$ cat src/rtl/bus_modport_pkg.sv
// Shared definitions for the OCP-style bus monitor.
//   ocp_cmd_e    : request command encoding (MCmd)
//   ocp_resp_e   : response encoding (SResp)
//   ERR_*        : bit positions in err_now / err_sticky
//   cmd_bad()    : true for a disabled or illegal command
package bus_modport_pkg;

  typedef enum logic [2:0] {
    CMD_IDLE = 3'd0,
    CMD_WR   = 3'd1,
    CMD_RD   = 3'd2
  } ocp_cmd_e;

  typedef enum logic [1:0] {
    RESP_NULL = 2'd0,
    RESP_DVA  = 2'd1,
    RESP_FAIL = 2'd2,
    RESP_ERR  = 2'd3
  } ocp_resp_e;

  localparam int ERR_REQ    = 0;
  localparam int ERR_RESP   = 1;
  localparam int ERR_BE     = 2;
  localparam int ERR_CMD    = 3;
  localparam int ERR_ORPHAN = 4;
  localparam int ERR_W      = 5;

  // Encodings above RD have no meaning on this bus and are always flagged.
  function automatic logic cmd_bad(input logic [2:0] cmd,
                                   input logic       rd_en,
                                   input logic       wr_en);
    return ((cmd == CMD_RD) && !rd_en) ||
           ((cmd == CMD_WR) && !wr_en) ||
           (cmd > CMD_RD);
  endfunction

endpackage

$ cat src/rtl/bus_modport_if.sv
// OCP-style bus signal bundle.
//   master  : drives request side and MRespAccept/MReset_n
//   slave   : drives SCmdAccept and response side
//   monitor : observes every signal, drives nothing
interface bus_modport_if #(
  parameter int ADDR_WIDTH = 32,
  parameter int DATA_WIDTH = 32
) ();

  logic                    MReset_n;
  logic [ADDR_WIDTH-1:0]   MAddr;
  logic [2:0]              MCmd;
  logic [DATA_WIDTH-1:0]   MData;
  logic [DATA_WIDTH/8-1:0] MByteEn;
  logic                    MRespAccept;
  logic                    SCmdAccept;
  logic [DATA_WIDTH-1:0]   SData;
  logic [1:0]              SResp;

  modport master (
    output MReset_n, MAddr, MCmd, MData, MByteEn, MRespAccept,
    input  SCmdAccept, SData, SResp
  );

  modport slave (
    input  MReset_n, MAddr, MCmd, MData, MByteEn, MRespAccept,
    output SCmdAccept, SData, SResp
  );

  modport monitor (
    input MReset_n, MAddr, MCmd, MData, MByteEn, MRespAccept,
    input SCmdAccept, SData, SResp
  );

endinterface

$ cat src/rtl/bus_modport_stable_chk.sv
// Capture-until-accept comparator.
//   clk, rst : clock, async active-high reset
//   clr      : synchronous clear of the pending state (bus reset)
//   trig     : valid but not accepted this edge -> capture cur, go pending
//   acc      : accept; ends the pending phase (that edge is still compared)
//   cur      : value that must stay stable while pending
//   diff     : combinational, pending and cur differs from capture
module bus_modport_stable_chk #(
  parameter int W = 8
) (
  input  logic         clk,
  input  logic         rst,
  input  logic         clr,
  input  logic         trig,
  input  logic         acc,
  input  logic [W-1:0] cur,
  output logic         diff
);

  logic         pend;
  logic [W-1:0] cap;

  always_ff @(posedge clk or posedge rst) begin
    if (rst) begin
      pend <= 1'b0;
      cap  <= '0;
    end else if (clr) begin
      pend <= 1'b0;
    end else if (pend) begin
      // capture is frozen for the whole pending phase
      if (acc) pend <= 1'b0;
    end else if (trig) begin
      pend <= 1'b1;
      cap  <= cur;
    end
  end

  assign diff = pend && (cur != cap);

endmodule

$ cat src/rtl/bus_modport.sv
// Passive protocol monitor for an OCP-style bus.
//   Clk, Reset : clock, async active-high reset
//   bus        : monitor modport, all bus signals observed only
//   err_now    : registered one-cycle error pulses (bit map in package)
//   err_sticky : OR of all err_now pulses since Reset
//   in_flight  : accepted requests still awaiting a response (saturating)
module bus_modport
  import bus_modport_pkg::*;
#(
  parameter int ADDR_WIDTH       = 32,
  parameter int DATA_WIDTH       = 32,
  parameter int BYTEEN           = 0,
  parameter int CMDACCEPT        = 1,
  parameter int RESPACCEPT       = 1,
  parameter int READ_ENABLE      = 1,
  parameter int WRITE_ENABLE     = 1,
  parameter int WRITERESP_ENABLE = 1,
  parameter int CNT_WIDTH        = 8
) (
  input  logic                 Clk,
  input  logic                 Reset,
  bus_modport_if.monitor       bus,
  output logic [ERR_W-1:0]     err_now,
  output logic [ERR_W-1:0]     err_sticky,
  output logic [CNT_WIDTH-1:0] in_flight
);

  localparam int BE_W  = DATA_WIDTH / 8;
  localparam int REQ_W = 3 + ADDR_WIDTH + DATA_WIDTH + BE_W;
  localparam int RSP_W = 2 + DATA_WIDTH;
  localparam logic [CNT_WIDTH-1:0] CNT_MAX = '1;

  logic acc_c, acc_r;
  logic req_valid, rsp_valid;
  logic [BE_W-1:0] req_be;
  logic req_diff, rsp_diff;
  logic inc, dec, orphan;
  logic be_err;
  logic [BE_W-1:0] be_prev;
  logic be_seen;
  logic [ERR_W-1:0] err_next;
  logic [ERR_W-1:0] err_q, sticky_q;
  logic [CNT_WIDTH-1:0] cnt_q;

  assign acc_c     = (CMDACCEPT != 0)  ? bus.SCmdAccept  : 1'b1;
  assign acc_r     = (RESPACCEPT != 0) ? bus.MRespAccept : 1'b1;
  assign req_valid = (bus.MCmd != CMD_IDLE);
  assign rsp_valid = (bus.SResp != RESP_NULL);
  // byte enables only take part in request stability when they are in use
  assign req_be    = (BYTEEN != 0) ? bus.MByteEn : '0;

  bus_modport_stable_chk #(.W(REQ_W)) u_req_chk (
    .clk  (Clk),
    .rst  (Reset),
    .clr  (!bus.MReset_n),
    .trig (req_valid && !acc_c),
    .acc  (acc_c),
    .cur  ({bus.MCmd, bus.MAddr, bus.MData, req_be}),
    .diff (req_diff)
  );

  bus_modport_stable_chk #(.W(RSP_W)) u_rsp_chk (
    .clk  (Clk),
    .rst  (Reset),
    .clr  (!bus.MReset_n),
    .trig (rsp_valid && !acc_r),
    .acc  (acc_r),
    .cur  ({bus.SResp, bus.SData}),
    .diff (rsp_diff)
  );

  // Unused byte enables must hold; the first edge after Reset has no
  // previous value to compare against.
  always_ff @(posedge Clk or posedge Reset) begin
    if (Reset) begin
      be_prev <= '0;
      be_seen <= 1'b0;
    end else begin
      be_prev <= bus.MByteEn;
      be_seen <= 1'b1;
    end
  end

  assign be_err = (BYTEEN == 0) && be_seen && (bus.MByteEn != be_prev);

  // Illegal command encodings never count as requests expecting a response.
  assign inc = acc_c && ((bus.MCmd == CMD_RD) ||
                         ((bus.MCmd == CMD_WR) && (WRITERESP_ENABLE != 0)));
  assign dec    = rsp_valid && acc_r;
  assign orphan = dec && !inc && (cnt_q == '0);

  always_comb begin
    err_next = '0;
    err_next[ERR_BE] = be_err;
    if (bus.MReset_n) begin
      err_next[ERR_REQ]    = req_diff;
      err_next[ERR_RESP]   = rsp_diff;
      err_next[ERR_CMD]    = cmd_bad(bus.MCmd, READ_ENABLE != 0, WRITE_ENABLE != 0);
      err_next[ERR_ORPHAN] = orphan;
    end
  end

  always_ff @(posedge Clk or posedge Reset) begin
    if (Reset) begin
      err_q    <= '0;
      sticky_q <= '0;
    end else begin
      err_q    <= err_next;
      sticky_q <= sticky_q | err_next;
    end
  end

  always_ff @(posedge Clk or posedge Reset) begin
    if (Reset) begin
      cnt_q <= '0;
    end else if (!bus.MReset_n) begin
      cnt_q <= '0;
    end else if (inc && !dec) begin
      if (cnt_q != CNT_MAX) cnt_q <= cnt_q + 1'b1;
    end else if (dec && !inc) begin
      if (cnt_q != '0) cnt_q <= cnt_q - 1'b1;
    end
  end

  assign err_now    = err_q;
  assign err_sticky = sticky_q;
  assign in_flight  = cnt_q;

endmodule

$ cat src/flat_wrapper.sv
// flat-port wrapper written by rule: the top's interface ports become plain ports
module bus_modport_flat import bus_modport_pkg::*;
#(
  parameter int ADDR_WIDTH       = 32,
  parameter int DATA_WIDTH       = 32,
  parameter int BYTEEN           = 0,
  parameter int CMDACCEPT        = 1,
  parameter int RESPACCEPT       = 1,
  parameter int READ_ENABLE      = 1,
  parameter int WRITE_ENABLE     = 1,
  parameter int WRITERESP_ENABLE = 1,
  parameter int CNT_WIDTH        = 8
)
  (Clk, Reset, err_now, err_sticky, in_flight, bus_MReset_n, bus_MAddr, bus_MCmd, bus_MData, bus_MByteEn, bus_MRespAccept, bus_SCmdAccept, bus_SData, bus_SResp);
  bus_modport_if #(.ADDR_WIDTH(ADDR_WIDTH), .DATA_WIDTH(DATA_WIDTH)) bus_i ();
  input  logic Clk;
  input  logic Reset;
  output logic [ERR_W-1:0] err_now;
  output logic [ERR_W-1:0] err_sticky;
  output logic [CNT_WIDTH-1:0] in_flight;
  input wire logic [$bits(bus_i.MReset_n)-1:0] bus_MReset_n;
  input wire logic [$bits(bus_i.MAddr)-1:0] bus_MAddr;
  input wire logic [$bits(bus_i.MCmd)-1:0] bus_MCmd;
  input wire logic [$bits(bus_i.MData)-1:0] bus_MData;
  input wire logic [$bits(bus_i.MByteEn)-1:0] bus_MByteEn;
  input wire logic [$bits(bus_i.MRespAccept)-1:0] bus_MRespAccept;
  input wire logic [$bits(bus_i.SCmdAccept)-1:0] bus_SCmdAccept;
  input wire logic [$bits(bus_i.SData)-1:0] bus_SData;
  input wire logic [$bits(bus_i.SResp)-1:0] bus_SResp;
  assign bus_i.MReset_n = bus_MReset_n;
  assign bus_i.MAddr = bus_MAddr;
  assign bus_i.MCmd = bus_MCmd;
  assign bus_i.MData = bus_MData;
  assign bus_i.MByteEn = bus_MByteEn;
  assign bus_i.MRespAccept = bus_MRespAccept;
  assign bus_i.SCmdAccept = bus_SCmdAccept;
  assign bus_i.SData = bus_SData;
  assign bus_i.SResp = bus_SResp;
  bus_modport #(.ADDR_WIDTH(ADDR_WIDTH), .DATA_WIDTH(DATA_WIDTH), .BYTEEN(BYTEEN), .CMDACCEPT(CMDACCEPT), .RESPACCEPT(RESPACCEPT), .READ_ENABLE(READ_ENABLE), .WRITE_ENABLE(WRITE_ENABLE), .WRITERESP_ENABLE(WRITERESP_ENABLE), .CNT_WIDTH(CNT_WIDTH)) u_core (.Clk(Clk), .Reset(Reset), .bus(bus_i), .err_now(err_now), .err_sticky(err_sticky), .in_flight(in_flight));
endmodule
$ cat config.mk
export PLATFORM = sky130hd
export DESIGN_NAME = bus_modport_flat
export DESIGN_NICKNAME = d
export VERILOG_FILES = /design/src/rtl/bus_modport_pkg.sv /design/src/rtl/bus_modport_if.sv /design/src/rtl/bus_modport_stable_chk.sv /design/src/rtl/bus_modport.sv /design/src/flat_wrapper.sv
export SDC_FILE = /design/constraint.sdc
export NUM_CORES = 1
export LEC_CHECK = 0
export ABC_AREA = 1
export BUFFER_PORTS_ARGS = -buffer_cell sky130_fd_sc_hd__buf_2
export CAP_MARGIN = 25
export CORE_MARGIN = 2
export CORE_UTILIZATION = 51
export DETAILED_ROUTE_END_ITERATION = 16
export GPL_ROUTABILITY_DRIVEN = 0
export PLACE_DENSITY_LB_ADDON = 0.15
export SETUP_SLACK_MARGIN = 0.4
export SLEW_MARGIN = 40
export SYNTH_ARGS = -nofsm -noshare
export SYNTH_HDL_FRONTEND = slang
export SYNTH_SLANG_ARGS = --single-unit
$ cat constraint.sdc
create_clock -name Clk -period 4.22 [get_ports Clk]
set_input_delay 0.633 -clock Clk [delete_from_list [all_inputs] [get_ports Clk]]
set_output_delay 0.633 -clock Clk [all_outputs]
set_load 0.01 [all_outputs]
# Word level (Yosys, flattened, before mapping)
# Cells that the tools add are included.
[word_totals]
out_inout_bits = 18
ff_bits = 126
in_bits = 110
[classes]
n_mux = 15
addsub = 2
n_lt_le_gt_ge = 1
reduce_logical = 22
bitwise = 3
eq_ne = 9
[op_table]
columns = ["operator", "n"]
rows = [
  ["$ne A67 B67 Y1", 1],
  ["$mux W8", 5],
  ["$ne A34 B34 Y1", 1],
  ["$logic_and A1 B1 Y1", 10],
  ["$reduce_and A3 Y1", 3],
  ["$add A8 B1 Y8 const B", 1],
  ["$logic_not A8 Y1", 1],
  ["$mux W1", 8],
  ["$ne A8 B8 Y1 const B", 1],
  ["$reduce_bool A8 Y1", 1],
  ["$sub A8 B1 Y8 const B", 1],
  ["$ne A3 B1 Y1 const B", 2],
  ["$or A5 B5 Y5", 1],
  ["$logic_not A1 Y1", 4],
  ["$mux W2", 2],
  ["$ne A4 B4 Y1", 1],
  ["$eq A3 B1 Y1 const B", 1],
  ["$eq A3 B2 Y1 const B", 1],
  ["$gt A3 B2 Y1 const B", 1],
  ["$ne A3 B3 Y1 const B", 1],
  ["$reduce_bool A3 Y1", 1],
  ["$not A1 Y1", 2],
  ["$reduce_bool A2 Y1", 1],
  ["$logic_or A1 B1 Y1", 1],
]

# Logic depth before layout (Yosys ltp)
# Gate-level depths: netlist of the first run.
[depth]
word_depth = 8
ltp_mapped = 14
depth_no_buf = 14

# Cells and area by module
# Synthesis of the first run repeated with hierarchy kept, for this count alone.
[unflattened]
cells_unflattened = 868
area_unflattened_um2 = 7360.8
[modules_own_cells]
columns = ["module", "cells_per_inst", "area_each_um2", "instances"]
rows = [
  ["bus_modport_stable_chk at u_core.u_req_chk", 434, 3962.6, 1],
  ["bus_modport_stable_chk at u_core.u_rsp_chk", 253, 2001.9, 1],
  ["bus_modport", 181, 1396.3, 1],
]

# Least setup slack after synthesis of the first run
# No wires, ideal clock.
[synth_timing]
kind = "input-to-reg"
startpoint = "input port bus_MCmd[2]"
endpoint = "register u_core.cnt_q[5] (netlist: u_core.in_flight[5])"
required_time_ns = 4.103
cell_stages = 11
n_path_buf = 0
arrival_time_ns = 2.156
path_slack_ns = 1.948
setup_time_ns = 0.117
cell_sequence = "inv_2 > nand2_2 > o21ai_2 > nand3_4 > ha_1 > or2_2 > nand2_1 > o21ai_0 > xor2_1 > nand3_2 > nand2_1"
[synth_via]
elab_chain_len = 7
elab_cells_between_ends = 13
classes_between = "eq/ne (5); mux (2); reduce/logical (6)"
[synth_rtl]
columns = ["item", "line", "text"]
rows = [
  ["from (decl)", "flat_wrapper.sv:23", "input wire logic [$bits(bus_i.MCmd)-1:0] bus_MCmd;"],
  ["$eq A3 B2 Y1 / $eq A3 B1 Y1 (equally long branches)", "bus_modport.sv:87, bus_modport.sv:88", ""],
  ["$logic_or A1 B1 Y1 *", "bus_modport.sv:87", "assign inc = acc_c && ((bus.MCmd == CMD_RD) ||"],
  ["$logic_and A1 B1 Y1 *", "bus_modport.sv:87", ""],
  ["$logic_not A1 Y1", "bus_modport.sv:120", "end else if (dec && !inc) begin"],
  ["$logic_and A1 B1 Y1", "bus_modport.sv:120", ""],
  ["$ne A3 B1 Y1 (no line)", "-", ""],
  ["$reduce_and A3 Y1 (no line)", "-", ""],
  ["to (signal assigned)", "bus_modport.sv:119", "if (cnt_q != CNT_MAX) cnt_q <= cnt_q + 1'b1;"],
  ["to (signal assigned)", "bus_modport.sv:121", "if (cnt_q != '0) cnt_q <= cnt_q - 1'b1;"],
  ["to (decl)", "bus_modport.sv:43", "logic [CNT_WIDTH-1:0] cnt_q;"],
]
# Mark *: on every way between the ends. The rest lies on a longest branch, timed or not.
# A chain may end at the register's enable or synchronous reset.

# Worst setup path after layout of the first run
[layout_timing]
startpoint = "input port bus_MCmd[1]"
endpoint = "register u_core.cnt_q[6] (netlist: u_core.in_flight[6])"
# Same word-level chain as after synthesis.

==> impl_metrics.json, run 1 <==
{
  "final_max_slew_viol_count": 0,
  "overall_routing_resource_usage_pct": 20.5,
  "synth_most_common_cell": "nand2_1",
  "cellLeakagePower_nw": 4.28,
  "main_combinational_cell_family_by_area_after_synthesis": "simple AND/OR/NAND/NOR gates",
  "clkLatencyLatePin_ps": 420,
  "detail_route.first_pass.iterations": 6,
  "vias_in_the_first_global_route": 5177,
  "layoutNonFillerInstCount": 1074,
  "worst_pin_slew_ps": 738,
  "worst_setup_hold_path_clk_slew_ps": 60,
  "post_route_cells_drive_above_1_share_pct": 28.3,
  "ys_dominant_reg_cell": "dfrtp_1",
  "sequential_cell_area_fraction_in_the_yosys_report_pct": 46.2,
  "fillerInstances": 1102,
  "ff_latch_count_synth": 126,
  "p_int_mw": 2.96,
  "design.final.nets": 1002,
  "required_arrival_time_at_the_worst_endpoint_ps": 4560,
  "post-layout-total-power_mw": 4.23,
  "crit_type": "input port to register",
  "yosysWarnings": 0,
  "ios": 128,
  "syn-cell-area_um2": 6830,
  "final.period_utilization_pct": 54.2,
  "cts-buffers-inserted": 17,
  "rsz0062_at_grt": "false",
  "synthXorXnorAreaFrac_pct": 8.98,
  "globalRouteMet3Util_pct": 5.99,
  "tns_ps": 0,
  "place.detailed.instances": 1042,
  "drt_iter0_drc": 301,
  "cts.repair_timing.setup_buffer_count": 0,
  "postSynthCellCount": 753,
  "pin_count_of_the_biggest_net_entering_global_routing": 100,
  "area_growth_pct": 20.7,
  "antenna_found_initial": 1,
  "synthesis.nets": 870,
  "die_area_um2": 14300,
  "cts_tree": "yes",
  "netlist.area_leader.share_pct": 46.2,
  "netSwitchingFraction_pct": 30.2,
  "grt_remaining_overflow": 0,
  "placeableCoreArea_um2": 13100,
  "ctsResizeCount": 0,
  "outcome": "complete, no violations",
  "postSynthAreaPerCell_um2": 9.07,
  "synth_area_leader_cell": "dfrtp_1",
  "p_switching_mw": 1.28,
  "grt.busiest_layer": "met2",
  "synth_cell_type_count": 36,
  "holdBufCountCts": 0,
  "die_height_um": 120,
  "adder_and_majority_gate_portion_of_the_synthesized_area_pct": 1.39,
  "critical-path-top-cell-by-count": "nand3_1",
  "cts_buffer_depth": 2,
  "via_count": 5157,
  "drt-total-wl_um": 14000,
  "die-width_um": 120,
  "max_slew_margin_pct": 50.8,
  "placementRows": 42,
  "finClkSkew_ps": 6.15,
  "max_stage_delay_ps": 400,
  "detail_route.wl_per_cell_um": 13.0,
  "starting_density_pct": 52.0,
  "drc": 0,
  "mux_share_of_post_synthesis_cell_area_pct": 11.5,
  "critical_path.startpoint_type": "input port",
  "synth_top_cells_by_area": "dfrtp_1, nand2_1, mux2_4",
  "hold_viol": 0,
  "diodes": 0,
  "synth-compound-area-share_pct": 4.65,
  "clock_sinks": 126,
  "synth_commonest_cells": "nand2_1, dfrtp_1, inv_1",
  "power_frac_clock_pct": 36.3,
  "max-vdd-ir-drop_uv": 477,
  "postSynth.asyncResetShare_pct": 100,
  "synth_edf_count": 0,
  "clock_tree.root_cell": "clkbuf_16",
  "power.sequential.fraction_pct": 38.3,
  "setup_viol_count_final": 0,
  "holdCritPathClass": "input port to async pin",
  "portBuffers": 127,
  "upper_clock_frequency_limit_mhz": 437,
  "timing.max_cap.violations": 0,
  "comb_power_share_pct": 25.4,
  "power.density_nw_per_um2": 514,
  "clock_tree.htree_level_count": 4,
  "viasPerCell": 4.80,
  "met2_usage_pct": 33.2,
  "detailedPlacementHpwl_um": 9940,
  "worstPathArrival_ps": 2630,
  "post-route-min-period_ps": 2290,
  "drt.antenna.violating_nets": 0,
  "grt_use_met1_pct": 26.1,
  "critical_path.cell_chain": "buf_2 -> inv_2 -> nand2_2 -> o21ai_2 -> nand3_4 -> ha_1 -> nand2_1 -> o21ai_0 -> nand3_1 -> nand3b_1 -> nand3_1 -> o21ai_1",
  "grt_first_pass_wirelength_um": 23200,
  "timing.critical_path.slowest_stage_cell": "ha_1",
  "yosys.area_share.simple_pct": 20.0,
  "kind_of_capture_point_of_the_worst_setup_path": "register",
  "hold_slack_ps": 260,
  "cp_max_fo": 10
}
==> worst paths after layout <==
kind	start	end	slack, ps	cells past startpoint
min in group Clk	bus_MByteEn[3]	u_core.be_prev[3]	340	1
worst max register to register	u_core.in_flight[0]	u_core.in_flight[6]	2290	7
worst max-delay path	bus_MCmd[1]	u_core.in_flight[6]	1930	12
worst min-delay path	Reset	u_core.u_rsp_chk.cap[24]	260	2
max in group asynchronous	Reset	u_core.u_req_chk.cap[20]	2970	4
worst min register to register	u_core.err_sticky[0]	u_core.err_sticky[0]	450	2
==> worst max-delay path: cells and delay by family <==
| kind | cells | cell delay [ps] |
|---|---|---|
| buffers and inverters | 2 | 180 |
| adder cells (fa/ha/maj) | 1 | 400 |
| AND/OR/NAND/NOR | 6 | 710 |
| AO/OA/AOI/OAI | 3 | 710 |
==> power groups by stage <==
stage | Combinational, mW | Clock, mW | Sequential (mW)
after floorplan | 0.821 | 0 | 1.62
after global placement | 1.03 | 0 | 1.62
after detailed placement | 1.07 | 0 | 1.64
after CTS | 1.08 | 1.56 | 1.62
after global routing | 1.22 | 1.63 | 1.65
final | 1.08 | 1.54 | 1.62
==> registers in the layout, indices dropped and copies added, names as in the netlist <==
name	count
u_core.be_prev	4
u_core.err_now	5
u_core.be_seen	1
u_core.u_req_chk.pend	1
u_core.u_rsp_chk.pend	1
u_core.u_rsp_chk.cap	34
u_core.in_flight	8
u_core.u_req_chk.cap	67
u_core.err_sticky	5
==> metal layers <==
layer  share of wire (%)  vias up
li1                    -     2601
met3                 4.8       25
met2                  48      105
met5                   0        -
met1                  46     2426
met4                 2.0        0
==> layout by cell type, fill, tap and decap left out, types with 2 or more instances in the layout <==
| cell | count |
|---|---|
| xor2_1 | 21 |
| clkinv_2 | 2 |
| inv_1 | 92 |
| o21ai_0 | 41 |
| or2_2 | 8 |
| nand3b_1 | 3 |
| nand3_2 | 4 |
| clkbuf_16 | 17 |
| inv_2 | 6 |
| mux2_2 | 23 |
| o21ai_2 | 6 |
| mux2_4 | 35 |
| buf_2 | 127 |
| nand3_1 | 14 |
| nor2_2 | 2 |
| o21ai_1 | 3 |
| a21oi_1 | 6 |
| nor3b_1 | 2 |
| nand2_2 | 3 |
| nand4_1 | 8 |
| nor2_1 | 50 |
| nor3_1 | 4 |
| dfrtp_1 | 126 |
| o21a_1 | 2 |
| ha_1 | 6 |
| clkinvlp_4 | 7 |
| xnor2_1 | 49 |
| buf_12 | 2 |
| bufinv_16 | 4 |
| nor2_4 | 2 |
| nand2_1 | 212 |
==> stage by stage <==
stage	cell area, um2	utilization, %	worst slack [ps]
finish	8240	62.7	1930
global placement	7590	57.8	1680
CTS	8240	62.7	1980
detailed placement	7610	58.0	1600
global route	8240	62.7	1780
floorplan	6830	-	1950
==> cell type report <==
| type | count | area [um2] | share of cell area [%] |
|---|---|---|---|
| clock buffers | 18 | 429 | 5.21 |
| clock inverters | 14 | 193 | 2.34 |
| inverters | 99 | 375 | 4.55 |
| multi-input cells | 511 | 3180 | 38.6 |
| flip-flops and latches | 126 | 3150 | 38.3 |
| well taps | 176 | 220 | 2.67 |
| repair buffers | 130 | 689 | 8.36 |
==> kinds of logic after synthesis <==
group	count (synthesis)
AOI/OAI and AO/OA	58
xor gates and xnor gates	70
adders and majority gates	7
buffers and inverters	116
DFF	126
muxes	58
other	1
and+or+nand+nor	317
Power figures use the tool's default switching activity.
==> inputs of run 2 (changes only) <==
clock period = 1.85 ns   (was 4.22 ns; I/O delays follow)
==> impl_metrics.json, run 2 (same netlist as run 1, synthesis figures left out) <==
{
  "critical-path-top-cell-by-count": "nand2_1",
  "crit_type": "input port to register",
  "comb_power_share_pct": 30.9,
  "cts_tree": "yes",
  "clock_sinks": 126,
  "cts-buffers-inserted": 17,
  "die_area_um2": 14300,
  "via_count": 5283,
  "tns_ps": 0,
  "holdCritPathClass": "input port to register",
  "power_frac_clock_pct": 31.3,
  "detail_route.wl_per_cell_um": 13.2,
  "grt_remaining_overflow": 0,
  "clkLatencyLatePin_ps": 420,
  "antenna_found_initial": 1,
  "critical_path.endpoint": "u_core.in_flight[7]",
  "timing.max_cap.violations": 0,
  "die-width_um": 120,
  "max_reg_flops": 67,
  "area_growth_pct": 27.6,
  "drt_iter0_drc": 225,
  "required_arrival_time_at_the_worst_endpoint_ps": 2160,
  "regToRegSetupSlack_ps": 260,
  "drt-total-wl_um": 14600,
  "placeableCoreArea_um2": 13100,
  "worstPathArrival_ps": 1970,
  "drc": 0,
  "final_core_area_utilization_pct": 66.3,
  "ios": 128,
  "final.period_utilization_pct": 89.8,
  "rsz0062_at_grt": "true",
  "regToRegStartpoint": "u_core.in_flight[5]",
  "detailedPlacementHpwl_um": 10400,
  "kind_of_capture_point_of_the_worst_setup_path": "register",
  "critical_path.n_buffers_inverters": 4,
  "post_route_cells_drive_above_1_share_pct": 33.9,
  "worst_setup_hold_path_clk_slew_ps": 60,
  "critical_path.startpoint_type": "input port",
  "vias_in_the_first_global_route": 5414,
  "power.sequential.fraction_pct": 37.8,
  "crit_path_start": "bus_MCmd[1]",
  "final_max_slew_viol_count": 0,
  "timing.critical_path.slowest_stage_cell": "ha_1",
  "max-vdd-ir-drop_uv": 818,
  "cellLeakagePower_nw": 4.45,
  "overall_routing_resource_usage_pct": 21.8,
  "drt.antenna.violating_nets": 0,
  "top_register": "u_core.u_req_chk.cap",
  "p_int_mw": 6.81,
  "cp_num_cells": 15,
  "pin_count_of_the_biggest_net_entering_global_routing": 67,
  "viasPerCell": 4.79,
  "netSwitchingFraction_pct": 31.1,
  "cp_max_fo": 8,
  "grt_first_pass_wirelength_um": 24900,
  "cts_buffer_depth": 2,
  "setup_viol_count_final": 0,
  "mostFrequentLayoutCells": "nand2_1, buf_2, dfrtp_1, inv_1, xnor2_1",
  "p_switching_mw": 3.08,
  "placementRows": 42,
  "hold_viol": 0,
  "worstRegToRegCells": 10,
  "clock_tree.htree_level_count": 4,
  "crit_family": "simple AND/OR/NAND/NOR gates",
  "upper_clock_frequency_limit_mhz": 602,
  "design.final.nets": 1031,
  "max_stage_delay_ps": 380,
  "finClkSkew_ps": 13.3,
  "critical_path.cell_chain": "buf_8 -> inv_12 -> nand2_4 -> o21ai_4 -> nand3_4 -> ha_1 -> nand2_1 -> inv_1 -> nand4_1 -> nand2_1 -> inv_1 -> nand2_1 -> nand2_1 -> nand3_2 -> nand2_1",
  "diodes": 0,
  "die_height_um": 120,
  "detail_route.first_pass.iterations": 4,
  "outcome": "complete, no violations",
  "post-route-min-period_ps": 1660,
  "reg2reg_to": "u_core.in_flight[7]",
  "clock_tree.root_cell": "clkbuf_16",
  "starting_density_pct": 52.0,
  "power.density_nw_per_um2": 1140,
  "layout.cells.most_common": "nand2_1",
  "portBuffers": 127
}
==> run 2: cell types whose count changed in the layout (fill, tap and decap cells not counted), moves of 5 or more <==
cell,delta
buf_2,-6
buf_4,+19
buf_6,+7
clkinvlp_4,-5
dfrtp_1,-5
dfrtp_2,+5
dlygate4sd3_1,+5
ha_1,-5
ha_4,+5
inv_1,-7
nand2_1,-5
nor2_1,-6
==> run 2: metrics by stage <==
stage | instances | hold WS (ps) | setup slack [ps] | instance area (um2) | power (mW)
after floorplan | 753 | 309 | 19.2 | 6950 | 5.74
after global placement | 1057 | 412 | -168 | 7880 | 6.33
after detailed placement | 1057 | 417 | -223 | 7880 | 6.50
after CTS | 1101 | 104 | 341 | 8640 | 9.81
after global routing | 1102 | 109 | 139 | 8720 | 10.5
final | 1102 | 123 | 189 | 8720 | 9.89
==> run 2: cell type report <==
class	instances	area, um2
clock buffer	24	482
clock inverter	7	62.6
fill	1061	4420
inverter	99	408
multi-input combinational	511	3380
sequential	126	3160
tap	176	220
timing repair buffer	159	1010
==> run 2: worst min path at each step <==
stage | slack (ps) | to | from | cells after the start
after floorplan | 310 | u_core.be_prev[0] | bus_MByteEn[0] | 0
after global routing | 110 | u_core.u_req_chk.cap[41] | bus_MAddr[5] | 2
after detailed placement | 420 | u_core.be_prev[1] | bus_MByteEn[1] | 1
final | 120 | u_core.u_req_chk.cap[41] | bus_MAddr[5] | 2
after global placement | 410 | u_core.be_prev[1] | bus_MByteEn[1] | 1
after CTS | 100 | u_core.u_req_chk.cap[41] | bus_MAddr[5] | 2
==> run 2: power by group through the flow <==
stage | sequential (mW) | combinational, mW | clock, mW
after CTS | 3.73 | 2.92 | 3.16
after floorplan | 3.69 | 2.05 | 0
after global placement | 3.70 | 2.63 | 0
final | 3.74 | 3.06 | 3.10
after detailed placement | 3.75 | 2.75 | 0
after global routing | 3.81 | 3.40 | 3.28
==> run 2: repair_timing <==
action,4_1_cts,5_1_grt
pin swaps,12,19
hold buffers,5,0
resized for setup,31,17
endpoints found under the hold margin,46,0
buffers inserted,8,1
setup endpoints to repair,8,13
==> run 2: metal layers <==
metal,track usage (%),vias up,wire [um]
li1,-,2664,-
met1,27.1,2474,6440
met2,36.7,117,7200
met3,5.66,26,656
met4,8.24,2,253
met5,0,-,13
==> inputs of run 3 (changes only) <==
CORE_UTILIZATION = 57   (was 51)
clock period = 2 ns   (was 1.85 ns; I/O delays follow)
==> impl_metrics.json, run 3 (same netlist as run 1, synthesis figures left out) <==
{
  "die-width_um": 113,
  "drt_iter0_drc": 332,
  "portBuffers": 127,
  "die_area_um2": 12900,
  "ios": 128,
  "kind_of_capture_point_of_the_worst_setup_path": "register",
  "rsz0062_at_grt": "true",
  "required_arrival_time_at_the_worst_endpoint_ps": 2300,
  "detail_route.first_pass.iterations": 5,
  "postPlaceCellArea_um2": 7820,
  "max_slew_margin_pct": 52.0,
  "crit_family": "simple AND/OR/NAND/NOR gates",
  "grt_first_pass_wirelength_um": 24700,
  "starting_density_pct": 59.1,
  "layout.cells.most_common": "nand2_1",
  "cellLeakagePower_nw": 4.46,
  "post-layout-total-power_mw": 9.21,
  "grt_remaining_overflow": 0,
  "detailedPlacementHpwl_um": 10100,
  "die_height_um": 113,
  "final.period_utilization_pct": 85.3,
  "antenna_found_initial": 0,
  "worstPathArrival_ps": 2010,
  "post_route_cells_drive_above_1_share_pct": 32.1,
  "place.detailed.instances": 1023,
  "worst_setup_hold_path_clk_slew_ps": 50,
  "drc": 0,
  "vias_in_the_first_global_route": 5519,
  "finClkSkew_ps": 4.38,
  "clock_sinks": 126,
  "cts-buffers-inserted": 17,
  "detail_route.wl_per_cell_um": 14.0,
  "critical_path.n_buffers_inverters": 2,
  "crit_type": "input port to register",
  "layoutNonFillerInstCount": 1068,
  "tns_ps": 0,
  "clkLatencyLatePin_ps": 410,
  "critical-path-top-cell-by-count": "nand2_1",
  "power.density_nw_per_um2": 1070,
  "drt.antenna.violating_nets": 0,
  "max_reg_flops": 67,
  "clock_tree.htree_level_count": 4,
  "cts_tree": "yes",
  "placementRows": 39,
  "holdBufCountCts": 0,
  "final_core_area_utilization_pct": 74.6,
  "finalInstanceArea_um2": 8620,
  "hold_viol": 0,
  "outcome": "complete, no violations",
  "mostFrequentLayoutCells": "nand2_1, dfrtp_1, buf_2, inv_1",
  "area_growth_pct": 26.2,
  "clock_tree.root_cell": "clkbuf_16",
  "holdCritPathClass": "input port to async pin",
  "final_max_slew_viol_count": 0,
  "post-route-min-period_ps": 1710,
  "critical_path.cell_chain": "buf_12 -> inv_12 -> nand2_8 -> o21ai_4 -> nand3_4 -> ha_4 -> or2_4 -> nand4_1 -> nand2_1 -> nand3_1 -> nand2_1 -> nand3_2 -> nand2_1",
  "viasPerCell": 5.03,
  "cp_max_fo": 8,
  "critical_path.startpoint_type": "input port",
  "design.final.nets": 1029,
  "via_count": 5377,
  "worstRegToRegCells": 11,
  "overall_routing_resource_usage_pct": 24.2,
  "placeableCoreArea_um2": 11600,
  "pin_count_of_the_biggest_net_entering_global_routing": 127,
  "setup_viol_count_final": 0,
  "max-vdd-ir-drop_uv": 909,
  "worst_pin_slew_ps": 719,
  "top_register": "u_core.u_req_chk.cap",
  "timing.critical_path.slowest_stage_cell": "ha_4",
  "max_stage_delay_ps": 320,
  "timing.max_cap.violations": 0,
  "cts_buffer_depth": 2,
  "drt-total-wl_um": 14900,
  "upper_clock_frequency_limit_mhz": 586,
  "cp_num_cells": 13
}
==> run 3: cell types whose count changed in the layout (fill, tap and decap cells not counted), moves of 4 or more <==
cell,before,now
dfrtp_2,5,0
nor2_1,44,49
dlygate4sd3_1,5,0
buf_6,7,0
buf_4,19,24
inv_1,85,91
dfrtp_1,121,126
buf_2,121,125
inv_2,8,4
nor2_2,6,1
==> run 3: metal layers <==
metal / GRT usage [%] / routed length (um) / vias to the layer above
met2: 41.1 / 7470 / 153
met4: 7.32 / 268 / 0
met1: 30.2 / 6410 / 2542
li1: - / - / 2657
met3: 6.70 / 779 / 25
met5: 0 / 0 / -
==> run 3: final timing paths <==
kind                                           start                        to  slack (ps)
worst max-delay path                     bus_MCmd[2]       u_core.in_flight[7]         290
worst min-delay path                           Reset  u_core.u_rsp_chk.cap[10]          30
worst max register to register   u_core.in_flight[1]       u_core.in_flight[7]         400
worst min register to register  u_core.err_sticky[0]      u_core.err_sticky[0]         460
max in group asynchronous                      Reset  u_core.u_req_chk.cap[20]        1380
min in group Clk                      bus_MByteEn[3]         u_core.be_prev[3]          30
==> run 3: power breakdown <==
group | internal (mW) | leakage (nW) | switching (mW)
clock network | 1.95 | 0.290 | 1.06
registers | 3.04 | 1.52 | 0.400
logic | 1.41 | 2.65 | 1.35
==> run 3: layout make-up <==
| type | count | area (um2) |
|---|---|---|
| antenna | 1 | 2.50 |
| clock buffer | 24 | 492 |
| clock inverter | 7 | 85.1 |
| fill | 781 | 2940 |
| inverter | 99 | 403 |
| multi-input combinational | 511 | 3350 |
| sequential | 126 | 3150 |
| tap | 143 | 179 |
| timing repair buffer | 157 | 961 |
==> run 3: repair_timing <==
item | 4_1_cts | 5_1_grt
setup buffers | 5 | 8
pin swaps | 8 | 16
endpoints found under the setup margin | 3 | 5
gates resized for setup | 11 | 8
==> run 3: worst min-delay path, cell delays in order <==
cell	delay (ps)
buf_2	110
clkinvlp_4	70
buf_12	430
==> run 3: through the flow <==
| step | hold slack (ps) | setup slack [ps] |
|---|---|---|
| 4_1_cts | 10.4 | 400 |
| 5_1_grt | 6.01 | 182 |
| 3_3_place_gp | 435 | -8.39 |
| 6_report | 25.7 | 294 |
| 2_1_floorplan | 331 | 147 |
| 3_5_place_dp | 438 | -102 |
